### src/rtl/param_updown_counter.sv
// rtl/param_updown_counter.sv - synchronous parametrised up/down counter with wrap/saturate and status flags
//
// Purpose:
//   General event/position counter. Every bit is clocked on the same clk
//   edge. The count range is 0..MODULUS-1, and all arithmetic is modulo
//   MODULUS. When the count reaches a range limit it either wraps or
//   saturates. Beyond counting, the block provides synchronous clear,
//   parallel load with clamping, a combinational terminal count, a
//   one-cycle wrap pulse and sticky overflow/underflow flags.
//
// Parameters:
//   WIDTH    counter width in bits (>= 1)
//   MODULUS  count range 0..MODULUS-1, 2 <= MODULUS <= 2**WIDTH
//   SATURATE 0 = wrap at the range limits, 1 = hold at the range limits
//
// Ports:
//   clk       in   1      rising-edge clock
//   rst       in   1      asynchronous reset, active high
//   en        in   1      count enable, one step per clk while high
//   up        in   1      direction: 1 = up, 0 = down
//   clr       in   1      synchronous clear to 0 (highest priority)
//   load      in   1      synchronous parallel load (below clr)
//   load_val  in   WIDTH  value to load, clamped to MODULUS-1
//   q         out  WIDTH  registered count
//   qbar      out  WIDTH  registered bitwise complement of q
//   tc        out  1      terminal count (combinational)
//   wrap      out  1      one-cycle pulse after a wrap (registered)
//   ovf       out  1      sticky up-limit flag
//   unf       out  1      sticky down-limit flag

module param_updown_counter #(
  parameter int WIDTH    = 8,
  parameter int MODULUS  = 256,
  parameter bit SATURATE = 1'b0
) (
  input  logic             clk,
  input  logic             rst,
  input  logic             en,
  input  logic             up,
  input  logic             clr,
  input  logic             load,
  input  logic [WIDTH-1:0] load_val,
  output logic [WIDTH-1:0] q,
  output logic [WIDTH-1:0] qbar,
  output logic             tc,
  output logic             wrap,
  output logic             ovf,
  output logic             unf
);

  // Limits are held one bit wider than the counter. This lets
  // MODULUS == 2**WIDTH be represented and compared without truncation.
  localparam logic [WIDTH:0]   MAX_EXT = (WIDTH+1)'(MODULUS - 1);
  localparam logic [WIDTH-1:0] MAX_VAL = MAX_EXT[WIDTH-1:0];

  logic [WIDTH:0]   q_ext;
  logic [WIDTH:0]   load_ext;
  logic             at_max;
  logic             at_zero;
  logic [WIDTH-1:0] load_clamped;

  logic [WIDTH-1:0] q_next;
  logic             wrap_next;
  logic             ovf_next;
  logic             unf_next;

  assign q_ext    = {1'b0, q};
  assign load_ext = {1'b0, load_val};
  assign at_max   = (q_ext == MAX_EXT);
  assign at_zero  = (q == '0);

  // A load value outside the count range is clamped to the top of the
  // range, so q can never leave 0..MODULUS-1.
  assign load_clamped = (load_ext > MAX_EXT) ? MAX_VAL : load_val;

  // Terminal count tells the user that the next enabled step hits a limit.
  // It is suppressed while clr or load has priority over the count.
  assign tc = en & ~clr & ~load & ((up & at_max) | (~up & at_zero));

  // Next-state selection with priority clr > load > en. The wrap pulse
  // defaults low, so it only survives for the one cycle after a wrap.
  always_comb begin
    q_next    = q;
    wrap_next = 1'b0;
    ovf_next  = ovf;
    unf_next  = unf;
    if (clr) begin
      q_next   = '0;
      ovf_next = 1'b0;
      unf_next = 1'b0;
    end else if (load) begin
      q_next = load_clamped;
    end else if (en) begin
      if (up) begin
        if (at_max) begin
          ovf_next = 1'b1;
          if (!SATURATE) begin
            q_next    = '0;
            wrap_next = 1'b1;
          end
        end else begin
          q_next = q + WIDTH'(1);
        end
      end else begin
        if (at_zero) begin
          unf_next = 1'b1;
          if (!SATURATE) begin
            q_next    = MAX_VAL;
            wrap_next = 1'b1;
          end
        end else begin
          q_next = q - WIDTH'(1);
        end
      end
    end
  end

  // qbar is registered from the same next-state value as q, so the two
  // outputs are always complementary, including straight after reset.
  always_ff @(posedge clk or posedge rst) begin
    if (rst) begin
      q    <= '0;
      qbar <= '1;
      wrap <= 1'b0;
      ovf  <= 1'b0;
      unf  <= 1'b0;
    end else begin
      q    <= q_next;
      qbar <= ~q_next;
      wrap <= wrap_next;
      ovf  <= ovf_next;
      unf  <= unf_next;
    end
  end

endmodule
### config.mk
export PLATFORM = sky130hd
export DESIGN_NAME = param_updown_counter
export DESIGN_NICKNAME = d
export VERILOG_FILES = /design/src/rtl/param_updown_counter.sv
export SDC_FILE = /design/constraint.sdc
export NUM_CORES = 1
export LEC_CHECK = 0
export CORE_UTILIZATION = 43
export DETAILED_ROUTE_END_ITERATION = 7
export PLACE_DENSITY = 0.82
export SYNTH_ARGS = -nofsm -noshare
export SYNTH_HDL_FRONTEND = slang
export SYNTH_SLANG_ARGS = --single-unit
### constraint.sdc
create_clock -name clk -period 2 [get_ports clk]
set_clock_uncertainty 0.05 [all_clocks]
set_input_delay 0.4 -clock clk [delete_from_list [all_inputs] [get_ports clk]]
set_output_delay 0.4 -clock clk [all_outputs]
set_load 0.03 [all_outputs]
==> results of run 1 <==
## worst min-delay path: stages
cell and delay, ps:
clkdlybuf4s50_1 390, inv_1 50, buf_4 250
## metrics by stage
| stage | area, um^2 | worst slack (ps) | setup TNS, ps |
|---|---|---|---|
| 2_1_floorplan | 1361 | -53.42 | -53.42 |
| 3_3_place_gp | 1805 | -28.43 | -44.11 |
| 3_5_place_dp | 1805 | -67.60 | -210.0 |
| 4_1_cts | 1851 | -183.0 | -183.0 |
| 5_1_grt | 1874 | -263.7 | -266.0 |
| 6_report | 1874 | -198.4 | -198.4 |
## timing repair
action,CTS,global route
setup endpoints to repair,6,4
gates resized for setup,8,3
pin swaps,1,4
hold buffers,0,0
buffers inserted,3,2
## flip-flops by register name, indices dropped and copies added, names as in the netlist
signal and cells:
unf 1, ovf 1, q 8, qbar 8, wrap 1
## placed cells by master, fill, tap and decap left out, types with 2 or more instances in the layout
cell             synthesis  layout
dfrtp_1                 11       6
dfrtp_2                  0       5
clkbuf_4                 0       3
nor2_1                  11      11
nor3_1                   6       6
a21oi_1                  6       6
buf_4                    0      27
and4_1                   3       3
nand4_1                  3       3
o21bai_1                 2       2
o31ai_1                  3       3
inv_4                    0       2
a31oi_1                  4       4
a211oi_1                 4       3
a41o_1                   2       2
dlygate4sd2_1            0       7
and3_1                   2       2
ha_1                     3       2
dfstp_2                  8       8
xnor2_1                  5       5
o21ai_0                  5       4
inv_1                   10       8
nand2_1                  5       5
nor3b_1                  2       2
o211a_1                  2       2
a211o_1                  3       3
clkdlybuf4s50_1          0      24
a221o_1                  2       2
nand3_1                  6       6
nor2b_1                  3       2
## cell families after synthesis
group           share of synthesized area [%]
flops                                   37.63
compound gates                          24.44
buf+inv                                 7.566
fa+ha+maj                               2.910
simple gates                            22.60
xor+xnor                                4.074
mux                                    0.7760
## layer usage
layer	up-vias	track usage, %
li1	634	-
met1	623	30.80
met2	50	42.35
met3	11	4.147
met4	0	10.45
met5	-	0
## worst paths after layout
path | end | start | slack, ps | cells past startpoint
max in group asynchronous | qbar[0] | rst | 1290 | 3
max | tc | q[1] | -200 | 6
min | q[2] | rst | 340 | 3
min in group clk | ovf | ovf | 490 | 2
min reg2reg | ovf | ovf | 490 | 2
max reg2reg | q[0] | q[1] | 100 | 8
## cell usage after synthesis, types with 2 or more instances
library cell	n
and4_1	3
a211oi_1	4
o31ai_1	3
nand4_1	3
a211o_1	3
nor2b_1	3
xnor2_1	5
o21bai_1	2
nor3_1	6
dfstp_2	8
ha_1	3
buf_1	2
a41o_1	2
a31oi_1	4
clkbuf_1	7
nor2_1	11
o21ai_0	5
a221o_1	2
o211a_1	2
a21oi_1	6
dfrtp_1	11
inv_1	10
a221oi_1	2
nor3b_1	2
buf_2	3
nand3_1	6
nand2_1	5
and3_1	2
## layout make-up
class                           instances  area share, %
Multi-Input combinational cell        102          39.79
Timing Repair Buffer                   60          28.17
Sequential cell                        19          26.23
Inverter                               10          2.270
Tap cell                               31          2.069
Clock buffer                            3          1.202
Clock inverter                          1         0.2670
## power breakdown
group,internal [W],switching (W),total [W],leakage (nW)
Sequential,0.000422,0.0000294,0.000452,0.223
Combinational,0.000187,0.000215,0.000402,0.596
Clock,0.0000748,0.000129,0.000204,0.0177
==> run_results.csv, run 1 <==
group,metric,value,unit
pwr,p_leak,0.8367,nW
pwr,power_density,564.2,nW/um^2
floorplan,rows,19,
yosys,seq_area_frac_synth,37.63,%
clock_network,cts.sink_count,19,
yosys,synth_area_per_cell,8.958,um^2
worst_setup_path,cp_slowest_cell,"dfrtp_2",
sta,period_minus_slack,2198,ps
sta,rsz0062_at_grt,"true",
worst_setup_path,critical_path_class,"reg2out",
pwr,vdd_drop_max,0.0003307,V
yosys,synth_area_leaders,"dfrtp_1 (21%), dfstp_2 (16%), xnor2_1 (3.4%)",
finish,seqCellArea,491.7,um^2
drt,vias_per_cell,5.832,
grt,antenna_found_initial,0,
clock_network,clk_pin_slew,120,ps
yosys,synth_top_cell_by_area,"dfrtp_1",
drt,dr.first_iter.drc_count,45,
floorplan,ioPinCount,34,
finish,instances_no_fill,226,
drt,drt_wl_total,3583,um
drt,met3_length,221,um
sta,max_freq,454.9,MHz
grt,grt_pass1_vias,1352,
drt,drc_errors,8,
grt,overflow,0,
worst_setup_path,endpoint_kind,"output pin",
outcome,status,"finished, violations left",
placement,numPlacedInstances,217,
sta,setup_viol,1,
drt,ant_nets,0,
finish,fin_nets,213,
sta,hold_violations,0,
yosys,ys_types,47,
floorplan,initial_utilization,45.99,%
grt,grt_pass1_wl,6154,um
worst_hold_path,hp-class,"in2async",
drt,drt-met1-wl,1542,um
worst_setup_path,crit_family,"flip-flops",
finish,multi_input_area,745.7,um^2
clock_network,max-clock-path-buffers,2,
drt,wl_met2,1738,um
finish,nFillCells,243,
drt,dr.pass1.iters,6,
yosys,netlist.area_leader.share,21.34,%
worst_setup_path,critical_path_required,1550,ps
grt,grtUsageTotal,24.78,%
sta,slew_headroom,74.48,%
yosys,synth_edf_count,0,
yosys,syn_area,1290,um^2
pwr,finalPower,0.001057,W
drt,wire_per_inst,15.85,um
floorplan,core,2805,um^2
grt,grt_max_degree,20,
clock_network,clk_latency,310,ps
finish,postLayoutCoreUtil,66.82,%
floorplan,dieWidth,56.77,um
yosys,syn-num-nets,161,
placement,gp_congestion,0.8569,
worst_setup_path,crit_chain,"inv_4 > ha_4 > nor2b_4 > nand4_1 > a211oi_4 > buf_6",
sta,fin_crit_sh,109.9,%
yosys,yosysWarnings,0,
placement,io_buffers,33,
floorplan,die_area,3223,um^2
drt,top_layer,"met4",
sta,worst_slack,-198.4,ps
yosys,synth_flop_cell,"dfrtp_1",
yosys,synth-seq-cells,19,
worst_setup_path,cpPeakStageDelay,460,ps
worst_setup_path,crit_buf_inv,2,
job,drv_cap,0,
clock_network,cts_tree,"yes",
yosys,ys_async_sr_fraction,100.0,%
sta,hold_ws,343.7,ps
sta,maxSlewViolCount,0,
clock_network,clockRootBuffer,"clkbuf_4",
placement,dpl.hpwl,2683,um
finish,drive_gt1_share,28.72,%
worst_setup_path,cp_max_fo,3,
floorplan,die_y,56.77,um
drt,via_count,1318,
clock_network,cts.htree.levels,1,
yosys,syn_inst,144,
finish,area_delta_synth_final,45.30,%
finish,n_antenna_cell,0,
worst_setup_path,start_kind,"flip-flop",
worst_setup_path,crit_arrival,1750,ps
outcome,violations,"design-rule violations, negative setup slack",
clock_network,numCtsBuffers,3,
sta,tightest_slew,379.6,ps
(Power assumes the default switching activity.)
==> run 2: changes to the inputs <==
--- a/config.mk
+++ b/config.mk
@@ -6,6 +6,8 @@
 export NUM_CORES = 1
 export LEC_CHECK = 0
 export CORE_UTILIZATION = 43
+export CTS_CLUSTER_DIAMETER = 100
+export CTS_CLUSTER_SIZE = 30
 export DETAILED_ROUTE_END_ITERATION = 7
 export PLACE_DENSITY = 0.82
 export SYNTH_ARGS = -nofsm -noshare
==> results of run 2 <==
No change in the layout: final DEF, timing and power equal those of run 1.
==> run 3: changes to the inputs <==
--- a/config.mk
+++ b/config.mk
@@ -9,6 +9,7 @@
 export CTS_CLUSTER_DIAMETER = 100
 export CTS_CLUSTER_SIZE = 30
 export DETAILED_ROUTE_END_ITERATION = 7
+export GPL_ROUTABILITY_DRIVEN = 0
 export PLACE_DENSITY = 0.82
 export SYNTH_ARGS = -nofsm -noshare
 export SYNTH_HDL_FRONTEND = slang
==> run 3 against run 2 <==
Effect of this change:
- the flow still finishes with violations (design-rule violations, negative setup slack)
- sequential share of layout area shrank 0.26 points
- final cell count shrank 0.44%
- register-to-register slack is essentially flat
==> run_results.csv, run 3 (same netlist as run 1, synthesis figures left out) <==
group,metric,value,unit
outcome,status,"finished, violations left",
outcome,violations,"design-rule violations, negative setup slack",
drt,drc_errors,9,
pwr,power_density,565.5,nW/um^2
finish,reg.largest.list,"q x8, qbar x8",
clock_network,cts.htree.levels,1,
sta,hold_ws,347.4,ps
worst_setup_path,rr_worst_depth,6,
floorplan,ioPinCount,34,
finish,drive_gt1_share,29.38,%
grt,grt_pass1_vias,1365,
pwr,pwr-share-clk,19.3,%
clock_network,numCtsBuffers,3,
finish,multi_input_area,763.2,um^2
drt,via_count,1358,
pwr,net-switching-power,0.0003820,W
worst_setup_path,critical_path_class,"reg2out",
worst_setup_path,cp_max_fo,4,
drt,wire_per_inst,16.85,um
grt,grtUsageTotal,24.81,%
sta,rsz0062_at_grt,"true",
worst_setup_path,critical_path_required,1550,ps
sta,finalSetupTns,-174.8,ps
pwr,power_frac_comb,38.2,%
floorplan,dieWidth,56.77,um
drt,drt_wl_total,3791,um
clock_network,hold_buffers,0,
grt,overflow,0,
sta,fin_crit_sh,108.7,%
clock_network,max-clock-path-buffers,2,
floorplan,rows,19,
floorplan,die_area,3223,um^2
grt,grt_pass1_wl,6085,um
pwr,swShare,35.69,%
grt,grt_max_degree,20,
sta,setup_viol,1,
placement,dp_worst_setup_slack,-81.42,ps
finish,n_antenna_cell,0,
sta,slew_headroom,72.60,%
finish,fin_nets,212,
clock_network,clockRootBuffer,"clkbuf_4",
worst_hold_path,hp-class,"in2async",
placement,dpl.hpwl,2763,um
clock_network,clk_pin_slew,120,ps
pwr,finalPower,0.001071,W
drt,vias_per_cell,6.036,
floorplan,die_y,56.77,um
job,drv_cap,0,
finish,postLayoutCoreUtil,67.48,%
placement,io_buffers,33,
drt,ant_nets,0,
sta,maxSlewViolCount,0,
floorplan,initial_utilization,45.99,%
pwr,power.internal,0.0006885,W
finish,final_common_cell,"buf_4",
worst_setup_path,endpoint_kind,"output pin",
finish,seqCellArea,491.7,um^2
drt,dr.first_iter.drc_count,65,
sta,hold_violations,0,
floorplan,core,2805,um^2
finish,final_cell_mix,"buf_4 (26), clkdlybuf4s50_1 (25), nor2_1 (11)",
sta,max_freq,459.8,MHz
finish,nFillCells,232,
worst_setup_path,crit_arrival,1720,ps
sta,period_minus_slack,2175,ps
clock_network,clk_latency,310,ps
drt,dr.pass1.iters,6,
sta,tightest_slew,407.5,ps
finish,area_delta_synth_final,46.75,%
pwr,vdd_drop_max,0.0003725,V
clock_network,cts.sink_count,19,
worst_setup_path,start_kind,"flip-flop",
pwr,p_leak,0.8522,nW
sta,worst_slack,-174.8,ps
grt,antenna_found_initial,0,
pwr,seq_power_share,42.5,%
clock_network,cts_tree,"yes",
==> run 3: power by group through the flow <==
stage | Sequential [W] | Clock [W] | Combinational, W
final | 0.000454 | 0.000207 | 0.000409
after global routing | 0.000458 | 0.000225 | 0.000438
after CTS | 0.000453 | 0.000211 | 0.000402
after detailed placement | 0.000462 | 0 | 0.000388
after global placement | 0.000460 | 0 | 0.000376
after floorplan | 0.000508 | 0 | 0.000196
==> run 3: final cells by class <==
cell class / count / area share, %
multi-input combinational: 102 / 40.32
timing repair buffer: 59 / 27.96
sequential: 19 / 25.97
inverter: 10 / 2.247
tap: 31 / 2.049
clock buffer: 3 / 1.190
clock inverter: 1 / 0.2644
==> run 3: timing repair <==
action / 4_1_cts / 5_1_grt
gates resized for setup: 5 / 8
pin swaps: 3 / 2
buffers inserted: 5 / 0
endpoints found under the setup margin: 5 / 6
==> run 3: final timing paths <==
check / endpoint / start / slack [ps]
max reg2reg: q[5] / q[1] / 90
max: tc / q[1] / -170
min reg2reg: ovf / ovf / 490
min: q[3] / rst / 350
max in group asynchronous: qbar[0] / rst / 1280
min in group clk: ovf / ovf / 490
==> run 3: critical path, stage by stage, from the launching register on <==
cell and delay (ps):
dfrtp_2 480, inv_4 80, ha_4 120, nor2b_4 140
nand4_1 170, a211oi_4 260, buf_6 160
==> run 3: layer usage <==
metal	GRT usage (%)	vias to the layer above	part of all wire [%]
met4	9.756	0	2.5
met2	45.07	73	51
met3	2.995	11	6.8
met5	0	-	0
li1	-	632	-
met1	29.52	642	40
==> run 3: stage by stage <==
stage                     std cells  area, um^2
after detailed placement        216        1798
after global routing            225        1893
after floorplan                 144        1361
after CTS                       225        1862
after global placement          216        1798
final                           225        1893
